`config.mk`:
```
export PLATFORM = sky130hd
export DESIGN_NAME = fetch_stage
export DESIGN_NICKNAME = d
export VERILOG_FILES = /design/src/rtl/fetch_stage_pkg.sv /design/src/rtl/next_pc_mux.sv /design/src/rtl/fetch_stage.sv
export SDC_FILE = /design/constraint.sdc
export NUM_CORES = 1
export LEC_CHECK = 0
export ABC_AREA = 1
export BUFFER_PORTS_ARGS = -buffer_cell sky130_fd_sc_hd__buf_2
export CORE_ASPECT_RATIO = 1.2
export CORE_MARGIN = 10
export CORE_UTILIZATION = 50
export DETAILED_ROUTE_END_ITERATION = 10
export PLACE_DENSITY = 0.84
export SYNTH_ARGS = -nofsm -noshare
export SYNTH_HDL_FRONTEND = slang
export SYNTH_HIERARCHICAL = 1
export SYNTH_SLANG_ARGS = --single-unit
export TNS_END_PERCENT = 1
```
`constraint.sdc`:
```
create_clock -name Clk -period 1.92 [get_ports Clk]
set_input_delay 0.192 -clock Clk [delete_from_list [all_inputs] [get_ports Clk]]
set_output_delay 0.192 -clock Clk [all_outputs]
set_load 0.02 [all_outputs]
```
`src/rtl/fetch_stage_pkg.sv`:
```
// Shared definitions for the instruction-fetch stage.
// Holds the next-PC select encodings (also used by the hazard unit) and the
// default reset PC / NOP instruction word.
package fetch_stage_pkg;

    // Next-PC select encodings driven by the hazard unit.
    localparam logic [1:0] ADDR_PC4    = 2'b00;
    localparam logic [1:0] ADDR_JUMP   = 2'b01;
    localparam logic [1:0] ADDR_BRANCH = 2'b10;
    localparam logic [1:0] ADDR_JR     = 2'b11;

    localparam logic [31:0] RESET_PC_DEFAULT  = 32'h0000_0000;
    localparam logic [31:0] NOP_INSTR_DEFAULT = 32'h0000_0000;

endpackage

```
`src/rtl/next_pc_mux.sv`:
```
// Next-PC selection for the fetch stage. Purely combinational.
// Ports:
//   pc4_i           - current pc + 4
//   if_id_pc4_hi_i  - IF_ID_pc4[31:28], region bits for the J-type target
//   jump_index_i    - 26-bit J-type index of the instruction in ID
//   branch_target_i - branch target from EX
//   jr_target_i     - register target for jr
//   addr_sel_i      - next-PC select (ADDR_* encodings)
//   next_pc_o       - word-aligned next-PC candidate
//   misalign_o      - selected branch/jr target had non-zero low bits
module next_pc_mux
    import fetch_stage_pkg::*;
(
    input  logic [31:0] pc4_i,
    input  logic [3:0]  if_id_pc4_hi_i,
    input  logic [25:0] jump_index_i,
    input  logic [31:0] branch_target_i,
    input  logic [31:0] jr_target_i,
    input  logic [1:0]  addr_sel_i,
    output logic [31:0] next_pc_o,
    output logic        misalign_o
);

    logic [31:0] target;

    always_comb begin
        target     = pc4_i;
        misalign_o = 1'b0;
        unique case (addr_sel_i)
            ADDR_PC4:    target = pc4_i;
            ADDR_JUMP:   target = {if_id_pc4_hi_i, jump_index_i, 2'b00};
            ADDR_BRANCH: begin
                target     = branch_target_i;
                misalign_o = |branch_target_i[1:0];
            end
            ADDR_JR: begin
                target     = jr_target_i;
                misalign_o = |jr_target_i[1:0];
            end
            default: target = pc4_i;
        endcase
        // Register targets may be misaligned; force word alignment.
        next_pc_o = {target[31:2], 2'b00};
    end

endmodule

```
`src/rtl/fetch_stage.sv`:
```
// Instruction-fetch stage: PC register, next-PC selection, instruction-memory
// addressing and the IF/ID pipeline register.
// Ports:
//   Clk, Rst            - clock, synchronous active-high reset
//   PC_write, IF_write  - hazard-unit enables for PC and IF/ID
//   IF_flush            - load NOP into IF/ID and clear valid
//   addrSel             - next-PC select (ADDR_* encodings)
//   jump_index, branch_target, jr_target - redirect targets
//   imem_addr/imem_rdata - combinational instruction-memory interface
//   pc                  - current PC
//   IF_ID_instr/pc4/valid - IF/ID pipeline register
//   addr_err            - sticky misaligned-target flag
//   fetch_count         - count of valid instructions loaded into IF/ID
module fetch_stage
    import fetch_stage_pkg::*;
#(
    parameter logic [31:0] RESET_PC  = RESET_PC_DEFAULT,
    parameter logic [31:0] NOP_INSTR = NOP_INSTR_DEFAULT
) (
    input  logic        Clk,
    input  logic        Rst,
    input  logic        PC_write,
    input  logic        IF_write,
    input  logic        IF_flush,
    input  logic [1:0]  addrSel,
    input  logic [25:0] jump_index,
    input  logic [31:0] branch_target,
    input  logic [31:0] jr_target,
    output logic [31:0] imem_addr,
    input  logic [31:0] imem_rdata,
    output logic [31:0] pc,
    output logic [31:0] IF_ID_instr,
    output logic [31:0] IF_ID_pc4,
    output logic        IF_ID_valid,
    output logic        addr_err,
    output logic [31:0] fetch_count
);

    logic [31:0] pc_q, pc_d;
    logic [31:0] if_id_instr_q, if_id_instr_d;
    logic [31:0] if_id_pc4_q, if_id_pc4_d;
    logic        if_id_valid_q, if_id_valid_d;
    logic        addr_err_q, addr_err_d;
    logic [31:0] fetch_count_q, fetch_count_d;

    logic [31:0] pc4;
    logic [31:0] next_pc;
    logic        misalign;

    assign pc4 = pc_q + 32'd4;

    // Jump target uses the held IF_ID_pc4, which is still the jump's own
    // PC+4 because IF/ID is frozen during the jump cycle.
    next_pc_mux u_next_pc_mux (
        .pc4_i           (pc4),
        .if_id_pc4_hi_i  (if_id_pc4_q[31:28]),
        .jump_index_i    (jump_index),
        .branch_target_i (branch_target),
        .jr_target_i     (jr_target),
        .addr_sel_i      (addrSel),
        .next_pc_o       (next_pc),
        .misalign_o      (misalign)
    );

    always_comb begin
        pc_d          = pc_q;
        if_id_instr_d = if_id_instr_q;
        if_id_pc4_d   = if_id_pc4_q;
        if_id_valid_d = if_id_valid_q;
        addr_err_d    = addr_err_q;
        fetch_count_d = fetch_count_q;

        if (PC_write) begin
            pc_d       = next_pc;
            addr_err_d = addr_err_q | misalign;
        end

        if (IF_flush) begin
            if_id_instr_d = NOP_INSTR;
            if_id_pc4_d   = pc4;
            if_id_valid_d = 1'b0;
        end else if (IF_write) begin
            if_id_instr_d = imem_rdata;
            if_id_pc4_d   = pc4;
            if_id_valid_d = 1'b1;
            fetch_count_d = fetch_count_q + 32'd1;
        end
    end

    always_ff @(posedge Clk) begin
        if (Rst) begin
            pc_q          <= RESET_PC;
            if_id_instr_q <= NOP_INSTR;
            if_id_pc4_q   <= 32'd0;
            if_id_valid_q <= 1'b0;
            addr_err_q    <= 1'b0;
            fetch_count_q <= 32'd0;
        end else begin
            pc_q          <= pc_d;
            if_id_instr_q <= if_id_instr_d;
            if_id_pc4_q   <= if_id_pc4_d;
            if_id_valid_q <= if_id_valid_d;
            addr_err_q    <= addr_err_d;
            fetch_count_q <= fetch_count_d;
        end
    end

    assign imem_addr   = pc_q;
    assign pc          = pc_q;
    assign IF_ID_instr = if_id_instr_q;
    assign IF_ID_pc4   = if_id_pc4_q;
    assign IF_ID_valid = if_id_valid_q;
    assign addr_err    = addr_err_q;
    assign fetch_count = fetch_count_q;

endmodule

```
==> results of run 1 <==
-- layer usage --
layer | GRT usage | wire [um] | up-vias
met3 | 0.07082 | 2153 | 46
met2 | 0.4236 | 12640 | 386
met1 | 0.2692 | 10060 | 3703
met4 | 0.09227 | 633 | 0
li1 | - | - | 4147
met5 | 0 | 0 | -
-- timing repair --
item | 4_1_cts | 5_1_grt
hold buffers | 0 | 0
endpoints found under the setup margin | 0 | 12
buffers inserted | 0 | 2
resized for setup | 0 | 16
-- state kept, by name, summed over array words and instances (netlist names) --
signal and cells:
IF_ID_instr 32, IF_ID_pc4 32, IF_ID_valid 1, addr_err 1, fetch_count 32, imem_addr 32
-- worst max-delay path, stage by stage (launching register included) --
cell and delay (ns):
dfxtp_1 0.34, ha_2 0.19, nand2_1 0.09, nor2_4 0.18
nand2_4 0.11, nor2_4 0.23, nand2_1 0.08, nand2_1 0.08
nand2_1 0.05, nand2_1 0.07, nand4_1 0.07, o21ai_1 0.12
a21oi_1 0.05
-- cell type report --
cell class                      count  area, um2
Fill cell                        1417       5104
Sequential cell                   130       2609
Inverter                          105      394.1
Timing Repair Buffer              320       1714
Antenna cell                        1      2.502
Tap cell                          200      250.2
Multi-Input combinational cell    821       3831
Clock buffer                       20      456.7
Clock inverter                     11      112.6
-- stage by stage --
stage               cell area, um2  setup slack, ns  hold WS (ns)  instances
CTS                           9314          0.06911      0.007133       1605
floorplan                     7416          0.09328        0.3393       1147
detailed placement            8745          0.08627        0.4491       1574
global placement              8745           0.1391        0.4451       1574
finish                        9370           0.1281       0.02006       1608
global route                  9370         -0.03538       0.01720       1608
-- cell usage in the layout, fill, tap and decap left out, types with 3 or more instances in the layout --
master	instances
o21ai_1	17
dfxtp_1	125
nand2_1	278
dfxtp_2	5
a21oi_1	63
buf_12	3
buf_2	290
nor3_1	5
nand4_1	39
nand3_1	134
buf_4	27
o21a_1	3
clkinvlp_4	3
clkinv_2	6
xor2_1	4
clkbuf_16	17
nor2_4	12
xnor2_1	7
nor2_2	9
o21ai_0	48
nand3b_1	3
nand2_4	3
nor2_1	180
inv_1	96
inv_2	8
-- worst paths after layout --
path / slack, ns / depth (start not counted) / end
worst max-delay path: 0.13 / 12 / imem_addr[28]$_SDFFE_PP0P_
worst min-delay path: 0.02 / 3 / IF_ID_instr[13]$_SDFFE_PP0P_
worst max register to register: 0.13 / 12 / imem_addr[28]$_SDFFE_PP0P_
worst min register to register: 0.46 / 2 / IF_ID_instr[13]$_SDFFE_PP0P_
-- power by group --
| group | switching (mW) | internal, mW |
|---|---|---|
| Sequential | 0.114 | 2.83 |
| Clock | 1.17 | 1.95 |
| Combinational | 0.790 | 0.435 |
| Total | 2.07 | 5.22 |
-- cell families after synthesis --
group	count (synthesis)
buf+inv	196
compound gates	132
xor+xnor	12
simple gates	673
fa+ha+maj	2
other cells	1
flops	130
==> results.py, run 1 <==
metrics = {
    "logic_synthesis": {
        "synth_largest_area_cell": "dfxtp_1",
        "ys_types": 34,
        "synth.most_common_cell": "nand2_1",
        "syn_area_um2": 7412,
        "yosys.area.top_type_share": 0.3511,
        "avgSynthCellArea_um2": 6.468,
        "synth.top_cells.by_area": "dfxtp_1 (35%), nand2_1 (14%), nor2_1 (9.2%)",
        "synth-compound-area-share": 0.09031,
        "synth_async_sr_flop_share": 0,
        "synth_xor_area_frac": 0.01418,
        "ys_warn_count": 6,
        "synth_cells": 1146,
        "ys_seq_elements": 130,
        "synth_mux_area_frac": 0,
        "synth_top_family_by_area": "simple AND/OR/NAND/NOR gates",
        "synthTopCellsByCount": "nand2_1 (279), nor2_1 (182), nand3_1 (134)",
        "post_synth_and_or_nand_nor_area_fraction": 0.4036,
        "synthAdderAreaFrac": 0.003376,
        "yosysSeqAreaShare": 0.3511,
        "dominantRegCellSynth": "dfxtp_1",
        "synth_edf_count": 0,
    },
    "sta": {
        "worstMarginPinSlew_ns": 0.9375,
        "timing.final.hold_violations": 0,
        "timing.final.crit_share": 0.9333,
        "relSlewSlack": 0.3743,
        "final_max_slew_viol_count": 0,
        "skew_ns": 0.007728,
        "totalNegativeSetupSlack_ns": 0,
        "finalSetupViolCount": 0,
        "min_period_ns": 1.792,
        "fmax_ghz": 0.5581,
        "rsz0062_at_grt": "true",
    },
    "cts": {
        "cts_tree": "done",
        "root_buffer": "clkbuf_16",
        "cts.sinks": 130,
        "clk_pin_slew_worst_paths_ns": 0.06,
        "clock_latency_ns": 0.42,
        "cts.htree.levels": 4,
        "cts_buffer_depth": 2,
        "numCtsBuffers": 17,
    },
    "power": {
        "vdd_ir_drop_max_mv": 0.5362,
        "total_power_mw": 7.291,
        "power_density_nw_per_um2": 778.2,
        "power.static_leakage_nw": 4.731,
    },
    "floorplan": {
        "initial_utilization": 0.5121,
        "ios": 291,
        "core_um2": 14470,
        "fp.dieW_um": 131.1,
        "fp.dieH_um": 153.4,
        "dieArea_um2": 20110,
        "rows": 48,
    },
    "routing": {
        "totalWireLength_um": 25490,
        "viasPerCell": 5.150,
        "vias": 8282,
        "route.detailed.drc": 0,
        "drt.antenna.violating_nets": 0,
        "drt-initial-drc-count": 721,
        "wire_per_inst_um": 15.85,
        "drtPass1Iterations": 5,
    },
    "finish": {
        "final_util": 0.6474,
        "final_nets": 1526,
        "drive_above_1_share": 0.2814,
        "syn_to_final_growth_pct": 26.42,
    },
    "worst_setup_path": {
        "start_kind": "register",
        "critical_path_arrival_ns": 2.07,
        "cp_max_fo": 6,
        "regToRegStartpoint": "imem_addr[2]$_SDFFE_PP0P_",
        "cp_data_required_time_ns": 2.20,
        "critical_path.startpoint": "imem_addr[2]$_SDFFE_PP0P_",
        "cp-end-kind": "register",
        "critPathKind": "reg -> reg",
    },
    "global_route": {
        "grt_max_degree": 52,
        "grt_usage": 0.2416,
        "overflow": 0,
        "grt_antenna_before_repair": 1,
        "grt_first_pass_wirelength_um": 40160,
        "grt_pass1_vias": 7886,
    },
    "placed_design": {
        "hpwl_um": 19890,
        "place_congestion": 0.9618,
        "port_buffers": 290,
    },
    "min_path": {
        "hp-start": "imem_rdata[13]",
        "hp-class": "in -> reg",
    },
    "outcome": {
        "status": "completed",
    },
    "flow_run": {
        "maxCapViolCount": 0,
    },
}
Power figures use the tool's default switching activity.
==> run 2: changes to the inputs <==
CORE_ASPECT_RATIO = 0.7   (was 1.2)
==> run 2 against run 1 <==
Effect of this change:
- cell area is 1.8% higher
- clock skew increased by 0.0029 ns
- hold slack barely moved
- non-clock buffer count increased by 25
- die area rose by 0.28%
- global-route usage rose by 3.5 points
- critical endpoint is now imem_addr[11]$_SDFFE_PP0P_
- largest power group unchanged
- highest routed layer is now met5
==> results.py, run 2 (synthesis results as in run 1) <==
metrics = {
    "worst_setup_path": {
        "cp-end-kind": "register",
        "critPathKind": "reg -> reg",
        "start_kind": "register",
        "r2r_slack_ns": 0.08,
        "cp_max_fo": 6,
        "path_cells": "nand2_1, nor2_4, nand2_4, nor2_4, buf_4, xnor2_2, inv_1, nand2_2, nand4_1, nor2_1, nor2_1",
        "reg2reg_depth": 11,
        "critical_path_arrival_ns": 2.14,
        "cp_data_required_time_ns": 2.22,
        "slowest_delay_ns": 0.38,
        "regToRegStartpoint": "imem_addr[4]$_SDFFE_PP0P_",
        "r2r-end": "imem_addr[11]$_SDFFE_PP0P_",
        "slowest_stage": "dfxtp_2",
    },
    "cts": {
        "root_buffer": "clkbuf_16",
        "cts_buffer_depth": 2,
        "clk_pin_slew_worst_paths_ns": 0.06,
        "cts.htree.levels": 4,
        "cts.sinks": 130,
        "clock_latency_ns": 0.42,
        "ctsHoldBuffers": 0,
        "numCtsBuffers": 17,
        "cts_tree": "done",
    },
    "routing": {
        "vias": 8710,
        "wire_per_inst_um": 17.90,
        "drt-initial-drc-count": 936,
        "viasPerCell": 5.350,
        "drtPass1Iterations": 6,
        "totalWireLength_um": 29140,
        "wl_met1_um": 12580,
        "top_layer_used": "met5",
        "route.detailed.drc": 0,
        "route.met2.wl_um": 12220,
        "wl_met3_um": 3944,
        "drt.antenna.violating_nets": 0,
    },
    "min_path": {
        "hp-class": "in -> reg",
        "hp-start": "Rst",
        "hold-path-cell-count": 2,
        "min_to": "fetch_count[2]$_SDFFE_PP0P_",
    },
    "sta": {
        "worst_slack_ns": 0.07909,
        "finalSetupViolCount": 0,
        "worstMarginPinSlew_ns": 0.9348,
        "timing.final.hold_violations": 0,
        "final_max_slew_viol_count": 0,
        "skew_ns": 0.01066,
        "relSlewSlack": 0.3761,
        "timing.final.crit_share": 0.9588,
        "fmax_ghz": 0.5432,
        "min_period_ns": 1.841,
        "rsz0062_at_grt": "true",
        "fin_hold_ws_ns": 0.01972,
    },
    "placed_design": {
        "hpwl_um": 23120,
        "dp_cells": 1593,
        "pre_cts_ws_ns": 0.01770,
        "place_congestion": 1.017,
        "port_buffers": 290,
        "dpl_cell_area_um2": 8894,
    },
    "finish": {
        "syn_to_final_growth_pct": 28.71,
        "final_cell_mix": "buf_2 (290), nand2_1 (278), nor2_1 (178)",
        "final_cells": 1628,
        "final_area_um2": 9540,
        "n_fill_cell": 1360,
        "drive_above_1_share": 0.3001,
        "final_common_cell": "buf_2",
        "n_antenna_cell": 0,
        "final_nets": 1551,
    },
    "global_route": {
        "grt_usage": 0.2766,
        "grt_first_pass_wirelength_um": 44040,
        "grt_antenna_before_repair": 1,
        "grt_max_degree": 56,
        "grt_pass1_vias": 7937,
        "overflow": 0,
    },
    "flow_run": {
        "maxCapViolCount": 0,
    },
    "power": {
        "total_power_mw": 7.416,
        "power.static_leakage_nw": 4.855,
        "vdd_ir_drop_max_mv": 0.5746,
        "power_density_nw_per_um2": 777.3,
    },
    "floorplan": {
        "core_um2": 14630,
        "fp.dieH_um": 121.9,
        "fp.dieW_um": 165.5,
        "ios": 291,
        "dieArea_um2": 20170,
        "initial_utilization": 0.5067,
        "rows": 37,
    },
    "outcome": {
        "status": "completed",
    },
}
## run 2: cell count changes in the layout (fill, tap and decap cells not counted), sizes merged
| cell | previous run | this run |
|---|---|---|
| clkinv | 7 | 4 |
| bufinv | 2 | 0 |
| clkbuf | 20 | 17 |
| buf | 320 | 345 |
| inv | 104 | 113 |
| diode | 1 | 0 |
## run 2: report_power, final
part           internal, mW  switching [mW]
combinational         0.463           0.861
sequential             2.83           0.111
clock                  1.72            1.43
total                  5.01            2.40
## run 2: worst max path at each step
| stage | startpoint | end | slack, ns | depth (start not counted) |
|---|---|---|---|---|
| 2_1_floorplan | imem_addr[2]$_SDFFE_PP0P_ | imem_addr[22]$_SDFFE_PP0P_ | 0.09 | 12 |
| 3_3_place_gp | imem_addr[2]$_SDFFE_PP0P_ | imem_addr[11]$_SDFFE_PP0P_ | 0.09 | 11 |
| 3_5_place_dp | imem_addr[4]$_SDFFE_PP0P_ | imem_addr[11]$_SDFFE_PP0P_ | 0.02 | 11 |
| 4_1_cts | imem_addr[2]$_SDFFE_PP0P_ | imem_addr[11]$_SDFFE_PP0P_ | 0.0009 | 11 |
| 5_1_grt | imem_addr[3]$_SDFFE_PP0P_ | imem_addr[24]$_SDFFE_PP0P_ | -0.02 | 12 |
| 6_report | imem_addr[4]$_SDFFE_PP0P_ | imem_addr[11]$_SDFFE_PP0P_ | 0.08 | 11 |
## run 2: repair_timing
action                                 CTS  global route
setup buffers                            0             3
pin swaps                                0             6
setup endpoints to repair                1            17
gates resized for setup                  1            20
endpoints found under the hold margin    0             0
## run 2: stage by stage
step	util	TNS, ns
2_1_floorplan	-	0
3_3_place_gp	0.6079	0
3_5_place_dp	0.6079	0
4_1_cts	0.6468	0
5_1_grt	0.6522	-0.05957
6_report	0.6522	0
## run 2: final cells by class
cell class,count,area (um2),area share
flip-flops and latches,130,2618,0.2744
clock buffers,17,425.4,0.04459
well taps,195,244.0,0.02557
inverters,105,394.1,0.04131
repair buffers,345,1877,0.1967
clock inverters,15,141.4,0.01482
multi-input cells,821,3841,0.4026
## run 2: per-layer routing
| layer | global-route usage | vias to the layer above |
|---|---|---|
| met5 | 0 | - |
| met4 | 0.06291 | 2 |
| met3 | 0.08156 | 37 |
| met2 | 0.4054 | 547 |
| met1 | 0.3914 | 3923 |
| li1 | - | 4201 |
## run 2: worst max-delay path, delay by kind of cell, from the launching register on
family | cells | cell delay [ns]
xor gates and xnor gates | 1 | 0.11
buffers and inverters | 2 | 0.24
and+or+nand+nor | 8 | 0.99
DFF | 1 | 0.38
==> run 3: changes to the inputs <==
ABC_AREA = unset   (was 1)
CORE_UTILIZATION = 48   (was 50)
PLACE_DENSITY = 0.83   (was 0.84)
==> run 3 against run 2 <==
Effect of this change:
- largest power group unchanged
- clock skew increased by 0.0023 ns
- the run now ends with setup timing left
- sequential power decreased by 1%
- clock-buffer cell count unchanged
- critical endpoint is now imem_addr[24]$_SDFFE_PP0P_
==> results.py, run 3 <==
metrics = {
    "worst_setup_path": {
        "r2r_slack_ns": -0.18,
        "cp_max_fo": 8,
        "critical_path_arrival_ns": 2.39,
        "critPathKind": "reg -> reg",
        "cp-end-kind": "register",
        "cp_data_required_time_ns": 2.21,
        "start_kind": "register",
        "slowest_stage": "mux4_2",
        "slowest_delay_ns": 0.46,
        "path_cells": "and4_4, nand4_1, buf_6, buf_12, o31ai_4, nand2_1, mux4_2, mux2i_1, nor2_1",
    },
    "placed_design": {
        "pre_cts_ws_ns": -0.2648,
        "hpwl_um": 17970,
        "port_buffers": 290,
        "place_congestion": 0.8475,
        "dp_cells": 1202,
        "dpl_cell_area_um2": 8768,
    },
    "finish": {
        "syn_to_final_growth_pct": 45.97,
        "final_nets": 1169,
        "drive_above_1_share": 0.5095,
        "n_fill_cell": 1021,
        "final_util": 0.7282,
        "final_common_cell": "buf_2",
        "final_cells": 1236,
        "final_area_um2": 9758,
        "final_cell_mix": "buf_2 (289), nor2_1 (123), dfxtp_1 (103)",
    },
    "routing": {
        "route.detailed.drc": 0,
        "drt-initial-drc-count": 440,
        "drtPass1Iterations": 5,
        "wire_per_inst_um": 19.39,
        "drt.antenna.violating_nets": 0,
        "viasPerCell": 5.471,
        "totalWireLength_um": 23960,
        "vias": 6762,
    },
    "sta": {
        "totalNegativeSetupSlack_ns": -1.654,
        "rsz0062_at_grt": "true",
        "relSlewSlack": 0.1671,
        "timing.final.hold_violations": 0,
        "worstMarginPinSlew_ns": 1.245,
        "final_max_slew_viol_count": 0,
        "fmax_ghz": 0.4759,
        "finalSetupViolCount": 24,
        "timing.final.crit_share": 1.094,
        "skew_ns": 0.01299,
        "fin_hold_ws_ns": 0.02454,
        "worst_slack_ns": -0.1813,
        "min_period_ns": 2.101,
    },
    "cts": {
        "clock_latency_ns": 0.40,
        "cts_buffer_depth": 2,
        "ctsHoldBuffers": 0,
        "cts.sinks": 130,
        "root_buffer": "clkbuf_16",
        "cts_tree": "done",
        "cts.htree.levels": 4,
        "clk_pin_slew_worst_paths_ns": 0.06,
        "numCtsBuffers": 17,
    },
    "power": {
        "power.static_leakage_nw": 4.700,
        "vdd_ir_drop_max_mv": 0.5638,
        "power_density_nw_per_um2": 809.7,
        "total_power_mw": 7.902,
    },
    "min_path": {
        "hp-class": "in -> reg",
    },
    "logic_synthesis": {
        "synth.most_common_cell": "dfxtp_1",
        "synth_async_sr_flop_share": 0,
        "ys_warn_count": 6,
        "avgSynthCellArea_um2": 9.416,
        "synth_cells": 710,
        "ys_types": 45,
        "yosys.area.top_type_share": 0.3893,
        "syn_area_um2": 6685,
        "dominantRegCellSynth": "dfxtp_1",
        "synth.top_cells.by_area": "dfxtp_1 (39%), mux4_2 (9.8%), mux2i_1 (9.7%)",
        "synth_edf_count": 0,
        "synthTopCellsByCount": "dfxtp_1 (130), nor2_1 (125), mux2i_1 (65)",
        "yosysSeqAreaShare": 0.3893,
        "synth_largest_area_cell": "dfxtp_1",
        "ys_seq_elements": 130,
    },
    "global_route": {
        "grt_pass1_vias": 6880,
        "overflow": 0,
        "grt_first_pass_wirelength_um": 36650,
        "grt_antenna_before_repair": 1,
        "grt_usage": 0.2329,
        "grt_max_degree": 53,
    },
    "floorplan": {
        "rows": 35,
        "dieArea_um2": 19120,
        "core_um2": 13400,
        "fp.dieH_um": 118.7,
        "initial_utilization": 0.4989,
        "ios": 291,
        "fp.dieW_um": 161.1,
    },
    "outcome": {
        "status": "complete, but fails checks",
        "violations": "setup timing",
    },
    "flow_run": {
        "maxCapViolCount": 0,
    },
}
run 3: path summary, 6_finish.rpt:
path | startpoint | end | depth (start not counted)
worst max-delay path | imem_addr[12]$_SDFFE_PP0P_ | imem_addr[24]$_SDFFE_PP0P_ | 9
worst min-delay path | imem_rdata[23] | IF_ID_instr[23]$_SDFFE_PP0P_ | 3
worst max register to register | imem_addr[12]$_SDFFE_PP0P_ | imem_addr[24]$_SDFFE_PP0P_ | 9
worst min register to register | IF_ID_pc4[3]$_SDFFE_PP0P_ | IF_ID_pc4[3]$_SDFFE_PP0P_ | 2
run 3: cells by family after synthesis:
| logic type | after synthesis | share of synthesized area |
|---|---|---|
| fa+ha+maj | 2 | 0.003743 |
| mux | 98 | 0.2040 |
| simple gates | 280 | 0.2051 |
| xor+xnor | 23 | 0.03013 |
| other cells | 1 | 0.0005609 |
| flops | 130 | 0.3893 |
| compound gates | 81 | 0.08216 |
| buf+inv | 95 | 0.08497 |
run 3: critical path: cells and delay by family (launching register included):
kind / cells / cell delay (ns)
AND/OR/NAND/NOR: 4 / 0.50
multiplexers: 2 / 0.62
AO/OA/AOI/OAI: 1 / 0.23
buffers and inverters: 2 / 0.29
flip-flops: 1 / 0.35
run 3: metal layers:
metal  vias up  wire (um)  global-route usage  part of all wire
met5         -          0                   0                 0
met4         0        185             0.04762            0.0077
met3        18       2084             0.08391             0.087
met2       311      11810              0.3992              0.49
met1      3248       9885              0.2745              0.41
li1       3185          -                   -                 -
run 3: area by class of cell:
class,count,area [um2],area share
inverter,12,45.04,0.004616
multi-input combinational,486,3811,0.3906
antenna,1,2.502,0.0002564
sequential,130,2654,0.2720
timing repair buffer,391,2336,0.2394
clock inverter,14,252.7,0.02590
clock buffer,17,425.4,0.04360
tap,185,231.5,0.02372
run 3: where the power goes:
group,internal (mW),switching (mW),leakage (nW)
clock network,2.46,1.27,0.330
logic,0.570,0.699,3.30
registers,2.82,0.0804,1.07
total,5.85,2.05,4.70
run 3: what timing repair did:
item / in CTS / in global routing
resized for setup: 29 / 43
setup endpoints to repair: 36 / 42
gates cloned: 0 / 1
pin swaps: 3 / 26
buffers inserted: 0 / 1
